**src/rtl/addatone_ctrl_pkg.sv**
```systemverilog
// addatone_ctrl_pkg: channel indices, state encoding and defaults shared by the control register bank
package addatone_ctrl_pkg;
  localparam int NUM_CHANNELS = 7;
  typedef logic [2:0] ch_idx_t;
  localparam ch_idx_t CH_FREQ    = 3'd0;
  localparam ch_idx_t CH_HSCALE0 = 3'd1;
  localparam ch_idx_t CH_SINIT0  = 3'd2;
  localparam ch_idx_t CH_HSCALE1 = 3'd3;
  localparam ch_idx_t CH_SINIT1  = 3'd4;
  localparam ch_idx_t CH_FSCALE  = 3'd5;
  localparam ch_idx_t CH_HCOUNT  = 3'd6;
  localparam int DEF_MAX_HARMONICS = 100;
  typedef enum logic {IDLE, FILTER} state_t;
endpackage

```
**src/rtl/control_slew_alu.sv**
```systemverilog
// control_slew_alu: one combinational slew-filter step for a single channel (acc, target -> acc_next)
// Ports: acc_i current accumulator, target_i target word, acc_o next accumulator.
// Macro SMOOTHING_EN: defined = one-pole slew filter, undefined = bypass (acc_o = target<<SMOOTH_SHIFT).
module control_slew_alu #(
  parameter int DATA_WIDTH   = 16,
  parameter int SMOOTH_SHIFT = 3
) (
  input  logic [DATA_WIDTH+SMOOTH_SHIFT-1:0] acc_i,
  input  logic [DATA_WIDTH-1:0]              target_i,
  output logic [DATA_WIDTH+SMOOTH_SHIFT-1:0] acc_o
);
  localparam int AW = DATA_WIDTH + SMOOTH_SHIFT;
`ifdef SMOOTHING_EN
  localparam bit SMOOTH = 1'b1;
`else
  localparam bit SMOOTH = 1'b0;
`endif
  localparam logic signed [AW:0] LIM = (AW+1)'(1 << SMOOTH_SHIFT);
  logic [AW-1:0]      t;
  logic signed [AW:0] diff;
  logic               snap;
  assign t    = {target_i, {SMOOTH_SHIFT{1'b0}}};
  assign diff = $signed({1'b0, t}) - $signed({1'b0, acc_i});
  // Residual errors below one output LSB snap straight to target so the filter always settles.
  assign snap  = !SMOOTH || (diff < LIM && diff > -LIM);
  // Step magnitude never exceeds |diff|, so the modular add cannot wrap past the target.
  assign acc_o = snap ? t : AW'({1'b0, acc_i} + $unsigned(diff >>> SMOOTH_SHIFT));
endmodule

```
**src/rtl/control_register_bank.sv**
```systemverilog
// control_register_bank: synchronises ADC control words, slew-filters them and commits on frame boundaries
// Ports: Main_Clock/Reset (sync, active-high); i_Data_Received async capture strobe; i_Data0..6 ADC words;
// i_Frame_Sync sample-boundary pulse; o_* committed control values; o_Update commit pulse; o_Busy filter pass.
// Macro SMOOTHING_EN selects the slew filter in control_slew_alu; undefined bypasses it.
module control_register_bank
  import addatone_ctrl_pkg::*;
#(
  parameter int DATA_WIDTH    = 16,
  parameter int DIV_BIT       = 11,
  parameter int SMOOTH_SHIFT  = 3,
  parameter int MAX_HARMONICS = DEF_MAX_HARMONICS
) (
  input  logic                  Main_Clock,
  input  logic                  Reset,
  input  logic                  i_Data_Received,
  input  logic [DATA_WIDTH-1:0] i_Data0,
  input  logic [DATA_WIDTH-1:0] i_Data1,
  input  logic [DATA_WIDTH-1:0] i_Data2,
  input  logic [DATA_WIDTH-1:0] i_Data3,
  input  logic [DATA_WIDTH-1:0] i_Data4,
  input  logic [DATA_WIDTH-1:0] i_Data5,
  input  logic [DATA_WIDTH-1:0] i_Data6,
  input  logic                  i_Frame_Sync,
  output logic [DATA_WIDTH-1:0] o_Frequency,
  output logic [DIV_BIT-1:0]    o_Harmonic_Scale0,
  output logic [DIV_BIT-1:0]    o_Scale_Initial0,
  output logic [DIV_BIT-1:0]    o_Harmonic_Scale1,
  output logic [DIV_BIT-1:0]    o_Scale_Initial1,
  output logic [DATA_WIDTH-1:0] o_Freq_Scale,
  output logic [7:0]            o_Harmonic_Count,
  output logic                  o_Update,
  output logic                  o_Busy
);
  localparam int AW = DATA_WIDTH + SMOOTH_SHIFT;
  localparam logic [DATA_WIDTH-1:0] MAXH = DATA_WIDTH'(MAX_HARMONICS);
  logic [2:0]            sync_q;
  logic                  capture;
  logic                  start;
  logic [DATA_WIDTH-1:0] words  [NUM_CHANNELS];
  logic [DATA_WIDTH-1:0] pend_q [NUM_CHANNELS];
  logic [DATA_WIDTH-1:0] targ_q [NUM_CHANNELS];
  logic [AW-1:0]         acc_q  [NUM_CHANNELS-1];
  logic [AW-1:0]         acc_d;
  logic [7:0]            hc_q;
  logic [7:0]            hc_d;
  state_t                state_q;
  ch_idx_t               idx_q;
  ch_idx_t               ch;
  logic                  defer_q;
  assign words   = '{i_Data0, i_Data1, i_Data2, i_Data3, i_Data4, i_Data5, i_Data6};
  // sync_q[1:0] is the 2-FF synchroniser, sync_q[2] the delayed copy for edge detection.
  assign capture = sync_q[1] & ~sync_q[2];
  assign start   = state_q == IDLE && (i_Frame_Sync || defer_q);
  // Channel 6 has no accumulator; park the ALU on channel 0 while it is processed.
  assign ch      = idx_q == CH_HCOUNT ? CH_FREQ : idx_q;
  assign hc_d    = targ_q[CH_HCOUNT] > MAXH ? MAXH[7:0] : targ_q[CH_HCOUNT][7:0];
  control_slew_alu #(
    .DATA_WIDTH  (DATA_WIDTH),
    .SMOOTH_SHIFT(SMOOTH_SHIFT)
  ) u_alu (
    .acc_i   (acc_q[ch]),
    .target_i(targ_q[ch]),
    .acc_o   (acc_d)
  );
  always_ff @(posedge Main_Clock) begin
    if (Reset) begin
      sync_q            <= '0;
      for (int i = 0; i < NUM_CHANNELS; i++) begin
        pend_q[i] <= '0;
        targ_q[i] <= '0;
      end
      for (int i = 0; i < NUM_CHANNELS - 1; i++) acc_q[i] <= '0;
      hc_q              <= '0;
      o_Frequency       <= '0;
      o_Harmonic_Scale0 <= '0;
      o_Scale_Initial0  <= '0;
      o_Harmonic_Scale1 <= '0;
      o_Scale_Initial1  <= '0;
      o_Freq_Scale      <= '0;
      o_Harmonic_Count  <= '0;
      o_Update          <= 1'b0;
      o_Busy            <= 1'b0;
      state_q           <= IDLE;
      idx_q             <= '0;
      defer_q           <= 1'b0;
    end else begin
      sync_q   <= {sync_q[1:0], i_Data_Received};
      o_Update <= start;
      if (capture) for (int i = 0; i < NUM_CHANNELS; i++) pend_q[i] <= words[i];
      if (start) begin
        o_Frequency       <= acc_q[CH_FREQ][AW-1:SMOOTH_SHIFT];
        o_Harmonic_Scale0 <= acc_q[CH_HSCALE0][SMOOTH_SHIFT+DIV_BIT-1:SMOOTH_SHIFT];
        o_Scale_Initial0  <= acc_q[CH_SINIT0][SMOOTH_SHIFT+DIV_BIT-1:SMOOTH_SHIFT];
        o_Harmonic_Scale1 <= acc_q[CH_HSCALE1][SMOOTH_SHIFT+DIV_BIT-1:SMOOTH_SHIFT];
        o_Scale_Initial1  <= acc_q[CH_SINIT1][SMOOTH_SHIFT+DIV_BIT-1:SMOOTH_SHIFT];
        o_Freq_Scale      <= acc_q[CH_FSCALE][AW-1:SMOOTH_SHIFT];
        o_Harmonic_Count  <= hc_q;
        // A capture landing in the commit cycle bypasses pending so it joins this pass.
        for (int i = 0; i < NUM_CHANNELS; i++) targ_q[i] <= capture ? words[i] : pend_q[i];
        idx_q             <= '0;
        state_q           <= FILTER;
        o_Busy            <= 1'b1;
        defer_q           <= 1'b0;
      end else if (state_q == FILTER) begin
        if (i_Frame_Sync) defer_q <= 1'b1;
        if (idx_q == CH_HCOUNT) begin
          hc_q    <= hc_d;
          state_q <= IDLE;
          o_Busy  <= 1'b0;
        end else begin
          acc_q[ch] <= acc_d;
          idx_q     <= idx_q + 3'd1;
        end
      end
    end
  end
endmodule

```
**config.mk**
```make
export PLATFORM = sky130hd
export DESIGN_NAME = control_register_bank
export DESIGN_NICKNAME = d
export VERILOG_FILES = /design/src/rtl/addatone_ctrl_pkg.sv /design/src/rtl/control_slew_alu.sv /design/src/rtl/control_register_bank.sv
export SDC_FILE = /design/constraint.sdc
export NUM_CORES = 1
export LEC_CHECK = 0
export CORE_ASPECT_RATIO = 1.1
export CORE_MARGIN = 3
export CORE_UTILIZATION = 50
export DETAILED_ROUTE_END_ITERATION = 10
export GPL_ROUTABILITY_DRIVEN = 0
export PLACE_DENSITY = 0.73
export SLEW_MARGIN = 20
export SYNTH_ARGS = -nofsm -noshare
export SYNTH_HDL_FRONTEND = slang
export SYNTH_SLANG_ARGS = --single-unit
```
**constraint.sdc**
```tcl
create_clock -name Main_Clock -period 4.25 [get_ports Main_Clock]
set_input_delay 0.425 -clock Main_Clock [delete_from_list [all_inputs] [get_ports Main_Clock]]
set_output_delay 0.425 -clock Main_Clock [all_outputs]
set_load 0.005 [all_outputs]
```
==> results of run 1 <==
[sequential cells by signal (all words and copies together) (netlist names), 3 cells and up]
| name | count |
|---|---|
| acc_q | 76 |
| hc_q | 8 |
| idx_q | 3 |
| o_Freq_Scale | 16 |
| o_Frequency | 16 |
| o_Harmonic_Count | 8 |
| o_Harmonic_Scale0 | 11 |
| o_Harmonic_Scale1 | 11 |
| o_Scale_Initial0 | 11 |
| o_Scale_Initial1 | 11 |
| pend_q | 112 |
| sync_q | 3 |
| targ_q | 112 |
[worst paths after layout]
| check | slack [ps] | cells after the start | startpoint | to |
|---|---|---|---|---|
| min reg2reg | 450 | 1 | sync_q[0]$_SDFF_PP0_ | sync_q[1]$_SDFF_PP0_ |
| min | 450 | 1 | sync_q[0]$_SDFF_PP0_ | sync_q[1]$_SDFF_PP0_ |
| max | 1460 | 5 | idx_q[0]$_SDFFE_PP0P_ | acc_q[4][2]$_SDFFCE_PN0P_ |
| max reg2reg | 1460 | 5 | idx_q[0]$_SDFFE_PP0P_ | acc_q[4][2]$_SDFFCE_PN0P_ |
[per-stage QoR]
stage                     cells  cell area [sq um]  total power [W]  utilization  setup WS [ps]
after global placement     1809              18400          0.00558        0.580           1470
after global routing       1878              19700          0.00926        0.622           1260
after CTS                  1878              19700          0.00902        0.621           1390
after detailed placement   1809              18400          0.00560        0.580           1410
after floorplan            1283              16300          0.00518            -            426
final                      1878              19700          0.00898        0.622           1460
[layout make-up]
cell class                      count  area, sq um
Fill cell                        2369        12000
Sequential cell                   402        11100
Multi-Input combinational cell    762         4640
Timing Repair Buffer              220         2190
Clock buffer                       55         1190
Tap cell                          420          526
Clock inverter                     14          110
Inverter                            5         21.3
[cells in the mapped netlist, drive strengths merged, types with 3 or more instances]
master,count
a221oi,26
o21ai,3
a31oi,4
nor2,9
nor3,3
dfxtp,102
edfxtp,300
buf,78
a22o,84
and3,112
o221a,3
a21oi,150
clkbuf,36
o22ai,15
o2bb2ai,4
o211ai,15
inv,5
nand3,17
nor2b,23
mux2,18
nor4,12
nand2,235
nor3b,6
nand2b,3
[critical path: cells and delay by family (launching register included)]
family          cells  cell delay, ps
buf+inv             2             560
flops               1             310
simple gates        1             500
fa+ha+maj           1             330
compound gates      1             700
[cells by family (layout without fill, tap and decap cells)]
logic type	Yosys count	in the layout
and+or+nand+nor	425	425
muxes	19	19
buffers and inverters	119	294
xor gates and xnor gates	1	1
adders and majority gates	2	2
AOI/OAI and AO/OA	315	315
DFF	402	402
[metal layers]
layer	routed length, um	global-route usage	up-vias
li1	-	-	5085
met1	16900	0.326	5138
met2	17200	0.326	532
met3	3420	0.0346	94
met4	1520	0.0826	0
met5	0	0	-
[power groups by stage]
stage	Combinational (W)	Clock (W)	Sequential [W]
3_5_place_dp	0.000846	0	0.00476
3_3_place_gp	0.000829	0	0.00475
5_1_grt	0.000921	0.00365	0.00469
2_1_floorplan	0.000486	0	0.00469
6_report	0.000851	0.00345	0.00468
4_1_cts	0.000851	0.00350	0.00467
==> flow_summary.toml, run 1 <==
[global_route]
antenna_found_initial = 0
gr-usage-all-layers = 0.219
first_global_vias = 10200
grt_first_pass_wirelength_um = 59200
grt_max_degree = 141
grt_overflow = 0

[power]
pwr-share-seq = 0.521
switching_share = 0.232
clkPwrFrac = 0.384
internal-power_w = 0.00690
leakage_nw = 7.56
power_density_nw_per_um2 = 455
p_comb_frac = 0.095
max-vdd-ir-drop_mv = 0.287
p_switching_w = 0.00208

[sta]
timing.final.crit_share = 0.657
finClkSkew_ps = 9.29
finalSetupViolCount = 0
relSlewSlack = 0.306
tightest_slew_ps = 1040
whs_ps = 446
drv_slew = 0
period_minus_slack_ps = 2790
max_freq_ghz = 0.358
finalHoldViolCount = 0
rsz0062_at_grt = "no"
finalSetupTns_ps = 0

[synth]
syn_area_sq_um = 16300
syn-num-nets = 1401
yosysSeqAreaShare = 0.679
synth_top_family_by_area = "compound AO/OA/AOI/OAI gates"
ys.flop_type = "edfxtp_1"
synthXorXnorAreaFrac = 0.000538
ys_warn_count = 0
yosys.area.top_type_share = 0.554
synth.distinct_cells = 59
async_flop_share = 0
synth_mux_area_frac = 0.0131
synth_largest_area_cell = "edfxtp_1"
yosys.area_share.adder = 0.00154
syn_inst = 1283
ys_seq_elements = 402
synth.avg_cell_area_sq_um = 12.7
synth_compound_area_frac = 0.140
synth_edf_count = 300
synth_area_leaders = "edfxtp_1, dfxtp_1, nand2_1"
synthSimpleGateAreaFrac = 0.128

[detailed_routing]
ant_nets = 0
firstDrtPassIters = 5
finalWirelength_um = 39100
drtIter0Drc = 1407
via_per_inst = 5.78
wire_per_inst_um = 20.8
vias = 10800
drc_errors = 0

[worst_hold_path]
min_path_type = "reg2reg"

[clock_network]
htreeDepth = 2
clock_sinks = 402
post_cts_buffers = 0
cts_buffers = 39
post_cts_resized = 0
cts.clk_slew.worst_paths_ps = 60
cts_root_buf = "clkbuf_16"
holdBufCountCts = 0
cts_buffer_depth = 3
cts_tree = "done"
clk_latency_ps = 530

[floorplanning]
ios = 202
core_sq_um = 31700
rows = 68
die_h_um = 195
die_w_um = 178
start_util = 0.513
die-area_sq_um = 34700

[run]
drv_cap = 0

[final_layout]
area_growth_pct = 21.3
layout_common_cells = "edfxtp_1, nand2_1, clkdlybuf4s50_1"
final_common_cell = "edfxtp_1"
nNetsFinal = 1548
drive_above_1_share = 0.0995
antennaDiodeCount = 0

[worst_setup_path]
worstSetupStartpointType = "register"
path_cells = "buf_4 -> inv_2 -> ha_1 -> or4b_4 -> o21ai_1"
worstPathArrival_ps = 2940
cp_slowest_stage_delay_ps = 700
crit_path_max_fanout = 29
cp.required_ps = 4400
critical_path.slowest_cell = "o21ai_1"
end_kind = "register"
critical_path_class = "reg2reg"

[placement]
portBuffers = 201
hpwlAfterDp_um = 25800

[status]
outcome = "finished clean"
No activity file was read; power rests on OpenSTA's default activity.
==> run 2: changes to the inputs <==
Settings changed: PLACE_DENSITY 0.73 to 0.76.
Clock period 4.25 ns to 2.47 ns, I/O delays scaled along.
==> run 2 against run 1 <==
First-iteration DRC count grew 2.3%. Utilization grew 0.47 points. Sequential power grew 72%. Clock-buffer cell count shrank 2. Register-to-register slack lost 1200 ps. Clock power grew 63%. Critical path type unchanged. Routed wire length shrank 0.20%. Fmax grew 24%. Clock skew grew 12 ps. Via count grew 0.43%.
==> flow_summary.toml, run 2 (synthesis results as in run 1) <==
[worst_setup_path]
reg2regPathDepth = 4
critical_path_class = "reg2reg"
r2r-end = "acc_q[4][6]$_SDFFCE_PN0P_"
cp.required_ps = 2830
path_cells = "buf_4 -> nor2_1 -> nand3_1 -> a21oi_1"
cp_top_family = "simple AND/OR/NAND/NOR gates"
crit_start = "idx_q[0]$_SDFFE_PP0P_"
critical_path.slowest_cell = "nor2_1"
end_kind = "register"
worstPathArrival_ps = 2620
worstSetupStartpointType = "register"
crit_end = "acc_q[4][6]$_SDFFCE_PN0P_"
cp_slowest_stage_delay_ps = 700
cp_num_buf_inv = 1
worst-path-stages = 4
crit-reg2reg-launch = "idx_q[0]$_SDFFE_PP0P_"
r2r_setup_slack_ps = 210
crit_path_max_fanout = 14

[sta]
max_freq_ghz = 0.443
finClkSkew_ps = 21.0
rsz0062_at_grt = "no"
finalSetupViolCount = 0
tightest_slew_ps = 884
whs_ps = 189
layout_setup_ws_ps = 215
finalHoldViolCount = 0
drv_slew = 0
finalSetupTns_ps = 0
period_minus_slack_ps = 2260
timing.final.crit_share = 0.913
relSlewSlack = 0.408

[worst_hold_path]
min_path_type = "in2reg"
holdPathStages = 3
hold_start = "Reset"

[floorplanning]
die_w_um = 178
die-area_sq_um = 34700
start_util = 0.513
rows = 68
die_h_um = 195
core_sq_um = 31700
ios = 202

[clock_network]
cts.clk_slew.worst_paths_ps = 60
clk_latency_ps = 530
htreeDepth = 2
cts_tree = "done"
clock_sinks = 402
holdBufCountCts = 0
cts_buffer_depth = 3
post_cts_resized = 0
cts_root_buf = "clkbuf_16"
cts_buffers = 39
post_cts_buffers = 0

[global_route]
grt_max_degree = 147
grt_overflow = 0
antenna_found_initial = 0
grt_first_pass_wirelength_um = 59200
first_global_vias = 10500
gr-usage-all-layers = 0.219

[detailed_routing]
drc_errors = 0
ant_nets = 0
finalWirelength_um = 39000
via_per_inst = 5.73
drtIter0Drc = 1440
wire_per_inst_um = 20.5
vias = 10900
firstDrtPassIters = 6

[status]
outcome = "finished clean"

[placement]
place_area_sq_um = 18700
dpl_worst_slack_ps = 344
portBuffers = 201
hpwlAfterDp_um = 26600
dp_cells = 1830

[final_layout]
fill_cells = 2339
finish.instance_area_sq_um = 19900
layout_common_cells = "edfxtp_1, nand2_1, clkdlybuf4s50_1"
antennaDiodeCount = 0
stdcell_count = 1902
final_common_cell = "edfxtp_1"
nNetsFinal = 1569
drive_above_1_share = 0.106
area_growth_pct = 22.2
reg_top3 = "pend_q: 112 flops, targ_q: 112 flops, acc_q: 76 flops"

[power]
max-vdd-ir-drop_mv = 0.494
power_density_nw_per_um2 = 765
leakage_nw = 7.66

[run]
drv_cap = 0
-- run 2: cell types whose count changed in the layout (fill, tap and decap cells not counted), sizes merged --
cell,previous run,this run
buf,20,41
clkbuf,55,53
clkinvlp,5,0
clkinv,7,16
inv,6,7
-- run 2: worst min-delay path by stage --
stage,end
5_1_grt,sync_q[1]$_SDFF_PP0_
6_report,sync_q[0]$_SDFF_PP0_
3_3_place_gp,sync_q[1]$_SDFF_PP0_
2_1_floorplan,defer_q$_SDFFE_PP0P_
4_1_cts,sync_q[0]$_SDFF_PP0_
3_5_place_dp,sync_q[1]$_SDFF_PP0_
-- run 2: cell type report --
| cell class | count | area (sq um) | share of cell area |
|---|---|---|---|
| clock inverter | 19 | 130 | 0.00655 |
| timing repair buffer | 241 | 2420 | 0.122 |
| tap | 420 | 526 | 0.0264 |
| inverter | 5 | 21.3 | 0.00107 |
| sequential | 402 | 11100 | 0.556 |
| clock buffer | 53 | 1090 | 0.0548 |
| multi-input combinational | 762 | 4640 | 0.233 |
-- run 2: report_power, final --
group / leakage, nW / internal [W] / switching (W) / total [W]
sequential: 3.99 / 0.00779 / 0.000267 / 0.00806
combinational: 3.07 / 0.000651 / 0.000874 / 0.00152
clock: 0.598 / 0.00321 / 0.00242 / 0.00563
-- run 2: worst reg2reg max path: cells and delay by family (launching register included) --
kind	cells	cell delay, ps
AOI/OAI and AO/OA	1	300
buffers and inverters	1	200
DFF	1	330
and+or+nand+nor	2	1260
-- run 2: layer usage --
layer	vias to the layer above	wire length (um)	track usage
met2	516	17300	0.320
met4	0	1780	0.0995
met1	5168	16500	0.319
met3	85	3460	0.0414
met5	-	0	0
li1	5127	-	-
-- run 2: through the flow --
stage | util | power (W)
2_1_floorplan | - | 0.00890
3_3_place_gp | 0.588 | 0.00966
3_5_place_dp | 0.588 | 0.00970
4_1_cts | 0.626 | 0.0153
5_1_grt | 0.626 | 0.0157
6_report | 0.626 | 0.0152
